## src/rtl/echo_timer.sv

```systemverilog
// Ultrasonic ranging front end: issues the trigger pulse, times the echo in whole
// microseconds, and flags a missing or overlong echo before a re-trigger holdoff.
module echo_timer #(
    parameter int unsigned CLK_HZ     = 50000000,
    parameter int unsigned TRIG_US    = 10,
    parameter int unsigned TIMEOUT_US = 30000,
    parameter int unsigned HOLDOFF_US = 60000
) (
    input  logic        clk,
    input  logic        rst,
    input  logic        start,
    input  logic        echo,
    output logic        trig,
    output logic [31:0] echo_time,
    output logic        e_done,
    output logic        i_idle,
    output logic        timeout
);

    localparam int unsigned DIV        = CLK_HZ / 1000000;
    localparam logic [31:0] DIV_LAST   = 32'(DIV - 1);
    localparam logic [31:0] TRIG_LIM   = 32'(TRIG_US);
    localparam logic [31:0] TOUT_LIM   = 32'(TIMEOUT_US);
    localparam logic [31:0] HOLD_LIM   = 32'(HOLDOFF_US);

    typedef enum logic [2:0] {
        IDLE,
        TRIG,
        WAIT_RISE,
        MEASURE,
        DONE,
        HOLDOFF
    } state_t;

    state_t      state_q;
    logic        echo_m_q, echo_s_q, echo_d_q;
    logic [31:0] pre_q, us_q;
    logic        trig_q, e_done_q, i_idle_q, timeout_q;
    logic [31:0] echo_time_q;

    logic        tick_d, rise_d, fall_d;
    logic [31:0] pre_d, us_d;

    // us_d already includes the tick of the current cycle, so a fall on the last
    // clock of a microsecond reports that microsecond as complete.
    always_comb begin
        tick_d = (pre_q == DIV_LAST);
        pre_d  = tick_d ? '0 : pre_q + 32'd1;
        us_d   = (tick_d && (us_q != '1)) ? us_q + 32'd1 : us_q;
        rise_d = echo_s_q & ~echo_d_q;
        fall_d = ~echo_s_q & echo_d_q;
    end

    always_ff @(posedge clk or posedge rst) begin
        if (rst) begin
            state_q     <= IDLE;
            echo_m_q    <= 1'b0;
            echo_s_q    <= 1'b0;
            echo_d_q    <= 1'b0;
            pre_q       <= '0;
            us_q        <= '0;
            trig_q      <= 1'b0;
            e_done_q    <= 1'b0;
            i_idle_q    <= 1'b1;
            timeout_q   <= 1'b0;
            echo_time_q <= '0;
        end else begin
            echo_m_q <= echo;
            echo_s_q <= echo_m_q;
            echo_d_q <= echo_s_q;
            e_done_q <= 1'b0;
            pre_q    <= pre_d;
            us_q     <= us_d;

            // Every transition below also clears the prescaler and the us counter.
            case (state_q)
                IDLE: begin
                    pre_q <= '0;
                    us_q  <= '0;
                    if (start) begin
                        state_q  <= TRIG;
                        trig_q   <= 1'b1;
                        i_idle_q <= 1'b0;
                    end
                end
                TRIG: begin
                    if (us_d == TRIG_LIM) begin
                        state_q <= WAIT_RISE;
                        trig_q  <= 1'b0;
                        pre_q   <= '0;
                        us_q    <= '0;
                    end
                end
                WAIT_RISE: begin
                    if (rise_d) begin
                        state_q <= MEASURE;
                        pre_q   <= '0;
                        us_q    <= '0;
                    end else if (us_d == TOUT_LIM) begin
                        state_q     <= DONE;
                        echo_time_q <= '0;
                        timeout_q   <= 1'b1;
                        e_done_q    <= 1'b1;
                        pre_q       <= '0;
                        us_q        <= '0;
                    end
                end
                MEASURE: begin
                    if (fall_d || (us_d == TOUT_LIM)) begin
                        state_q     <= DONE;
                        echo_time_q <= fall_d ? us_d : TOUT_LIM;
                        timeout_q   <= ~fall_d;
                        e_done_q    <= 1'b1;
                        pre_q       <= '0;
                        us_q        <= '0;
                    end
                end
                DONE: begin
                    state_q <= HOLDOFF;
                    pre_q   <= '0;
                    us_q    <= '0;
                end
                HOLDOFF: begin
                    if (us_d == HOLD_LIM) begin
                        state_q  <= IDLE;
                        i_idle_q <= 1'b1;
                        pre_q    <= '0;
                        us_q     <= '0;
                    end
                end
                default: begin
                    state_q  <= IDLE;
                    trig_q   <= 1'b0;
                    i_idle_q <= 1'b1;
                    pre_q    <= '0;
                    us_q     <= '0;
                end
            endcase
        end
    end

    assign trig      = trig_q;
    assign echo_time = echo_time_q;
    assign e_done    = e_done_q;
    assign i_idle    = i_idle_q;
    assign timeout   = timeout_q;

endmodule

```

## config.mk

```make
export PLATFORM = sky130hd
export DESIGN_NAME = echo_timer
export DESIGN_NICKNAME = d
export VERILOG_FILES = /design/src/rtl/echo_timer.sv
export SDC_FILE = /design/constraint.sdc
export NUM_CORES = 1
export LEC_CHECK = 0
export ABC_CLOCK_PERIOD_IN_PS = 10100
export CAP_MARGIN = 0
export CORE_ASPECT_RATIO = 0.6
export CORE_UTILIZATION = 25
export CTS_BUF_LIST = sky130_fd_sc_hd__clkbuf_2
export DETAILED_ROUTE_END_ITERATION = 8
export GPL_TIMING_DRIVEN = 1
export SLEW_MARGIN = 20
export SYNTH_ARGS = -nofsm -noshare
export SYNTH_HDL_FRONTEND = slang
export SYNTH_SLANG_ARGS = --single-unit
```

## constraint.sdc

```tcl
create_clock -name clk -period 10.1 [get_ports clk]
set_input_delay 1.01 -clock clk [delete_from_list [all_inputs] [get_ports clk]]
set_output_delay 1.01 -clock clk [all_outputs]
set_load 0.02 [all_outputs]
```

======== Yosys cells after proc, flatten, opt, wreduce, memory -nomap -nowiden ========
Index checks and enable logic that the tools add are counted.
storage, ports and cells
  bits in registers ....................... 106
  bits of input ports ..................... 4
  output and inout bits ................... 36
  word-level logic and storage cells ...... 87
cells by class
  muxes and demuxes ....................... 40
  reductions and logical operators ........ 10
  bitwise operators ....................... 7
  add/sub/neg operators ................... 2
  equality and inequality tests ........... 17
operators with widths
  operator                                               number
  two-way mux 32 bit                                     16
  case mux 32 bit (4 select lines)                       2
  adder 32 x 1 -> 32 bit, second input constant          2
  case mux 32 bit (2 select lines)                       1
  equality test 32 x 15 -> 1 bit, second input constant  1
  equality test 32 x 16 -> 1 bit, second input constant  1
  equality test 32 x 4 -> 1 bit, second input constant   1
  equality test 32 x 6 -> 1 bit, second input constant   1
  != test 32 bit, second input constant                  1
  two-way mux 3 bit                                      6
  case mux 3 bit (6 select lines)                        1
  != test 2 bit, second input constant                   6
  two-way mux 1 bit                                      10
  OR reduction 4 bit                                     2
  equality test 3 x 2 -> 1 bit, second input constant    2
  equality test 3 bit, second input constant             2
  case mux 1 bit (3 select lines)                        2
  AND reduction 3 bit                                    2
  inverter 1 bit                                         5
  AND reduction 5 bit                                    1
  case mux 1 bit (2 select lines)                        2
  AND reduction 4 bit                                    1
  equality test 3 x 1 -> 1 bit, second input constant    1
  logical NOT 3 bit                                      1
  5 further kinds                                        6

======== Logic depth before layout (Yosys ltp) ========
  word-level depth ........................ 7
  depth in mapped cells ................... 14
  depth with buffers taken out ............ 11

======== Worst setup path after synthesis ========
Ideal clock, no wire load.
  path kind ............................... reg-to-reg
  start ................................... register us_q[1]
  end ..................................... register state_q[0]
  data arrival time ....................... 3.206 ns
  path buffers ............................ 3
  cell stages (with the launch flop) ...... 14
  required time ........................... 9.964 ns
  clock period less this slack ............ 3.342 ns
  setup slack ............................. 6.758 ns
  cells stage by stage .................... dfrtp_1 -> ha_1 -> nand4_1 -> nor4_4 -> and3_1 -> buf_2 -> or4_4 -> or3_1 -> a211oi_2 -> nand2_1 -> a2111oi_2 -> buf_4 -> buf_6 -> a21oi_1
on the way
  longest elaborated chain between the ends .. 7
ends and longest elaborated chain
  item                                                                            line     source
  start: declaration                                                              37       logic [31:0] pre_q, us_q;
  start signal: assignment                                                        73       us_q <= us_d;
  parallel branches: the longest is 2 deep, another holds adder 32 x 1 -> 32 bit  -
  two-way mux 32 bit *                                                            49       us_d = (tick_d && (us_q != '1)) ? us_q + 32'd1 : us_q;
  equality test 32 x 15 -> 1 bit                                                  99, 109
  logical OR 1 bit                                                                109      if (fall_d || (us_d == TOUT_LIM)) begin
  != test 2 bit (no line)                                                         -
  AND reduction 5 bit (no line) *                                                 -
  end signal: assignment                                                          96       state_q <= MEASURE;
  end signal: assignment                                                          100      state_q <= DONE;
  end signal: assignment                                                          110      state_q <= DONE;
  end: declaration                                                                35       state_t state_q;
Mark *: on every way between the ends.
A chain may end at the register's enable or synchronous reset.

======== Worst setup path after layout ========
  start ................................... register us_q[0]
  end ..................................... register pre_q[14]
on the way
  longest elaborated chain between the ends .. 7
ends and longest elaborated chain
  item                                                                            line     source
  parallel branches: the longest is 2 deep, another holds adder 32 x 1 -> 32 bit  -
  two-way mux 32 bit *                                                            49
  equality test 32 x 15 -> 1 bit                                                  99, 109
  two-way mux 32 bit / logical OR 1 bit (equally long branches)                   99, 109
  two-way mux 32 bit (on tied branches)                                           95, 109
  case mux 32 bit (4 select lines) *                                              76       case (state_q)
  end signal: assignment                                                          72       pre_q <= pre_d;
  end: declaration                                                                37
Marks and branches as above.

==> report_table.html <==
<table>
<tr><th>Metric</th><th>Value</th></tr>
<tr><th colspan="2">STA</th></tr>
<tr><td>Endpoints failing setup</td><td>0</td></tr>
<tr><td>Max Clock Skew</td><td>20.3 ps</td></tr>
<tr><td>Min Tclk post-route</td><td>4800 ps</td></tr>
<tr><td>TNS Setup</td><td>0 ps</td></tr>
<tr><td>Final count of pins violating max slew</td><td>0</td></tr>
<tr><td>Max frequency</td><td>208 MHz</td></tr>
<tr><td>Slew Limit Headroom</td><td>43.1%</td></tr>
<tr><td>Final cycle utilization of the critical path</td><td>47.6%</td></tr>
<tr><td>Unrepaired setup endpoints after global routing</td><td>no</td></tr>
<tr><td>Slew @ Worst Pin</td><td>851 ps</td></tr>
<tr><td>Final worst slack</td><td>5300 ps</td></tr>
<tr><td>Hold Violations, Final</td><td>0</td></tr>
<tr><th colspan="2">Placement</th></tr>
<tr><td>Setup slack at placement</td><td>4970 ps</td></tr>
<tr><td>Placer Congestion</td><td>0.984</td></tr>
<tr><td>Total half-perimeter wirelength after legalization and detailed placement</td><td>12,100 um</td></tr>
<tr><td>Number of port buffers</td><td>39</td></tr>
<tr><th colspan="2">Worst setup path</th></tr>
<tr><td>Standard cell with the maximum stage delay on the critical path</td><td>nor3_1</td></tr>
<tr><td>CP max stage delay</td><td>640 ps</td></tr>
<tr><td>Beginning of the critical path</td><td>us_q[0]$_DFF_PP0_</td></tr>
<tr><td>Category of the critical setup timing path</td><td>flop to flop</td></tr>
<tr><td>Required time at the endpoint of the critical path</td><td>10,620 ps</td></tr>
<tr><td>Endpoint arrival time on the critical path</td><td>5320 ps</td></tr>
<tr><td>Cell-by-cell listing of the critical path</td><td>ha_1 &gt; nand4_1 &gt; nor3_1 &gt; nand3_1 &gt; nor4b_1 &gt; o22ai_1 &gt; nor4_1 &gt; nand2_1 &gt; a2111oi_4 &gt; buf_4 &gt; nor3_1</td></tr>
<tr><td>Crit. End Element</td><td>flop</td></tr>
<tr><td>Family with the most delay on the worst path</td><td>simple AND/OR/NAND/NOR gates</td></tr>
<tr><td>Type of origin of the critical path</td><td>flop</td></tr>
<tr><td>Critical path buffers and inverters</td><td>1</td></tr>
<tr><td>Top cell by count, worst path</td><td>nor3_1</td></tr>
<tr><td>Startpoint of the lowest-slack register-to-register path</td><td>us_q[0]$_DFF_PP0_</td></tr>
<tr><td>Worst-path maximum fanout</td><td>48</td></tr>
<tr><th colspan="2">Clock tree</th></tr>
<tr><td>Number of levels the H-tree was split into</td><td>3</td></tr>
<tr><td>Hold buffer count at CTS</td><td>0</td></tr>
<tr><td># clock sinks</td><td>106</td></tr>
<tr><td>Root Driver</td><td>clkbuf_2</td></tr>
<tr><td>Number of post-CTS setup repair buffers</td><td>0</td></tr>
<tr><td>Clock slew at the register clock pins of the worst setup and hold paths</td><td>280 ps</td></tr>
<tr><td>Insertion delay to the later sink of the worst-skew pair</td><td>630 ps</td></tr>
<tr><td>TritonCTS clock tree</td><td>done</td></tr>
<tr><td>Cts bufs inserted</td><td>9</td></tr>
<tr><td>Maximum buffer depth of the clock tree</td><td>2</td></tr>
<tr><td>Post_cts resized</td><td>0</td></tr>
<tr><th colspan="2">Global routing</th></tr>
<tr><td>Number of antenna violations at the first check in global routing</td><td>1</td></tr>
<tr><td>Number of global-route vias before repair</td><td>4,546</td></tr>
<tr><td>Total Routing Usage GR</td><td>14.3%</td></tr>
<tr><td>Routing usage on met2</td><td>15.0%</td></tr>
<tr><td>GRT met3 Usage</td><td>5.10%</td></tr>
<tr><td>Top Usage Layer GRT</td><td>met1</td></tr>
<tr><td>Largest net degree at the start of global routing</td><td>58</td></tr>
<tr><td>M1 GR Usage</td><td>24.7%</td></tr>
<tr><td>Wire length of the first global-routing pass</td><td>26,800 um</td></tr>
<tr><td>Sum of overflow across all layers after global routing</td><td>0</td></tr>
<tr><th colspan="2">Synthesis</th></tr>
<tr><td>YS warnings</td><td>0</td></tr>
<tr><td>Sequential share of the synthesized area</td><td>44.6%</td></tr>
<tr><td>Distinct cell type count of the synthesized netlist</td><td>67</td></tr>
<tr><td>Synth Area in Adders</td><td>0.841%</td></tr>
<tr><td>Synthesized area per cell</td><td>9.31 sq um</td></tr>
<tr><td>Synthesized area</td><td>0.00595 sq mm</td></tr>
<tr><td>Compound-gate portion of the synthesized area</td><td>11.3%</td></tr>
<tr><td>Multiplexer share of the synthesized area</td><td>0.673%</td></tr>
<tr><td>Share of synthesized cell area in and, or, nand and nor gates</td><td>27.9%</td></tr>
<tr><td>Ys async rst share</td><td>100%</td></tr>
<tr><td>Combinational family with the most area after synthesis</td><td>simple AND/OR/NAND/NOR gates</td></tr>
<tr><td>Number of nets in the synthesized netlist</td><td>647</td></tr>
<tr><td>Xor/xnor cell area share of the yosys netlist</td><td>8.83%</td></tr>
<tr><td>Cells after Synth</td><td>639</td></tr>
<tr><td>Primary flip-flop cell chosen by synthesis mapping</td><td>dfrtp_1</td></tr>
<tr><td>EDFF count, synth</td><td>0</td></tr>
<tr><td>Post-synthesis register bit count</td><td>106</td></tr>
<tr><th colspan="2">Finish</th></tr>
<tr><td>Area growth syn-to-layout</td><td>13.0%</td></tr>
<tr><td>Number of nets at the end of the flow</td><td>667</td></tr>
<tr><td>Filler cells</td><td>2,494</td></tr>
<tr><td>Share of post-route cells with drive strength above 1</td><td>6.93%</td></tr>
<tr><th colspan="2">Die</th></tr>
<tr><td>Die width</td><td>201 um</td></tr>
<tr><td>Initial core utilization</td><td>25.6%</td></tr>
<tr><td>Core footprint</td><td>0.0232 sq mm</td></tr>
<tr><td>Height of the chip</td><td>121 um</td></tr>
<tr><td>Floorplan row count</td><td>43</td></tr>
<tr><td>Overall die area</td><td>0.0244 sq mm</td></tr>
<tr><td>Count of boundary I/O pins</td><td>40</td></tr>
<tr><th colspan="2">Routing</th></tr>
<tr><td>Number of optimization iterations in the first detailed-route pass</td><td>5</td></tr>
<tr><td>Detailed-route wire length per cell</td><td>16.7 um</td></tr>
<tr><td>Number of antenna-violating nets in the routed design</td><td>0</td></tr>
<tr><td>Count of routing violations after the opening detailed-route iteration</td><td>492</td></tr>
<tr><td>Detail-routed via count per cell</td><td>5.01</td></tr>
<tr><td>Vias after detailed routing</td><td>4,910</td></tr>
<tr><td>Total length of routed wires</td><td>16,300 um</td></tr>
<tr><td>DRC violation count after routing</td><td>0</td></tr>
<tr><th colspan="2">Outcome</th></tr>
<tr><td>Outcome</td><td>completed</td></tr>
<tr><th colspan="2">Power</th></tr>
<tr><td>Leakage power summed over all cells</td><td>2.61 nW</td></tr>
<tr><td>Worst ir drop on vdd</td><td>0.0577 mV</td></tr>
<tr><td>Cell area power density</td><td>116 mW/mm^2</td></tr>
<tr><th colspan="2">Job</th></tr>
<tr><td>Number of max-capacitance violations reported</td><td>0</td></tr>
<tr><th colspan="2">Hold path</th></tr>
<tr><td>Origin of the worst min-delay path</td><td>echo_m_q$_DFF_PP0_</td></tr>
<tr><td>Hold Path Class</td><td>flop to flop</td></tr>
</table>
==> per-layer routing <==
| metal | vias up | share of wire, % |
|---|---|---|
| met4 | 0 | 0.56 |
| met5 | - | 0 |
| met1 | 2358 | 58 |
| met3 | 8 | 9.5 |
| li1 | 2343 | - |
| met2 | 201 | 32 |
==> report_power, final <==
group	internal [mW]	total (mW)	switching, mW
combinational	0.0292	0.104	0.0750
clock	0.0814	0.224	0.143
sequential	0.434	0.449	0.0145
total	0.545	0.777	0.232
==> layout make-up <==
cell class / instances / area [sq um] / share of cell area, %
diodes: 1 / 2.50 / 0.0372
clock buffers: 10 / 50.0 / 0.744
clock inverters: 6 / 81.3 / 1.21
inverters: 38 / 145 / 2.16
multi-input cells: 459 / 2960 / 44.1
flip-flops and latches: 106 / 2650 / 39.5
well taps: 315 / 394 / 5.86
repair buffers: 45 / 435 / 6.47
==> cells in the mapped netlist (11+ instances only) <==
library cell	n	area, sq um
nand3_1	27	135
dfrtp_1	105	2630
xor2_1	35	307
clkbuf_1	11	41.3
nor3_1	53	265
and3_1	16	100
xnor2_1	25	219
nand4_1	26	163
buf_2	17	85.1
inv_1	37	139
nand2_1	41	154
nor4_1	11	68.8
o22ai_1	27	169
nor2_1	57	214
and2_1	11	68.8
==> logic make-up after synthesis <==
logic type / Yosys count
XOR/XNOR: 60
multiplexers: 4
AO/OA/AOI/OAI: 93
buffers and inverters: 74
AND/OR/NAND/NOR: 298
flip-flops: 106
adder cells (fa/ha/maj): 4
==> cells in the final DEF, fill, tap and decap left out, types with 4 or more instances in the layout <==
master	netlist	routed
dfrtp_1	105	105
nor2_1	57	56
nor3_1	53	53
nand2_1	41	41
clkdlybuf4s50_1	0	39
inv_1	37	36
xor2_1	35	35
nand3_1	27	27
o22ai_1	27	27
nand4_1	26	26
xnor2_1	25	25
and3_1	16	16
and2_1	11	11
nor4_1	11	11
o21ai_0	10	10
clkbuf_2	0	10
and4_1	9	9
a21oi_1	9	9
or3_1	7	7
nor4_2	6	6
nand2b_1	6	6
buf_4	3	6
a211oi_1	5	5
a22oi_1	5	5
nor2b_1	4	4
mux2i_1	4	4
a31oi_1	4	4
a211o_1	4	4
ha_1	4	4
==> worst paths after layout <==
| check | to | cells past startpoint | slack, ps |
|---|---|---|---|
| worst max-delay path | pre_q[14]$_DFF_PP0_ | 11 | 5300 |
| worst min register to register | echo_s_q$_DFF_PP0_ | 0 | 360 |
| min in group asynchronous | echo_time[23]$_DFFE_PP0P_ | 2 | 820 |
| worst max register to register | pre_q[14]$_DFF_PP0_ | 11 | 5300 |
| worst min-delay path | echo_s_q$_DFF_PP0_ | 0 | 360 |
| max in group asynchronous | echo_time[18]$_DFFE_PP0P_ | 3 | 8110 |
==> sequential cells by signal, summed over array words and instances (netlist names) <==
signal and count:
us_q 32, trig 1, i_idle 1, echo_time 32, e_done 1, state_q 3
pre_q 32, echo_d_q 1, echo_m_q 1, echo_s_q 1, timeout 1
==> metrics by stage <==
| step | cell area [sq um] | power [mW] | hold slack (ps) | std cells | util, % |
|---|---|---|---|---|---|
| finish | 6730 | 0.777 | 361 | 980 | 28.9 |
| global route | 6730 | 0.822 | 363 | 980 | 28.9 |
| CTS | 6720 | 0.783 | 379 | 978 | 28.9 |
| detailed placement | 6580 | 0.557 | 336 | 962 | 28.3 |
| global placement | 6580 | 0.557 | 341 | 962 | 28.3 |
| floorplan | 5950 | 0.545 | 331 | 639 | - |
Note: power is estimated with default switching activity, not from simulation.
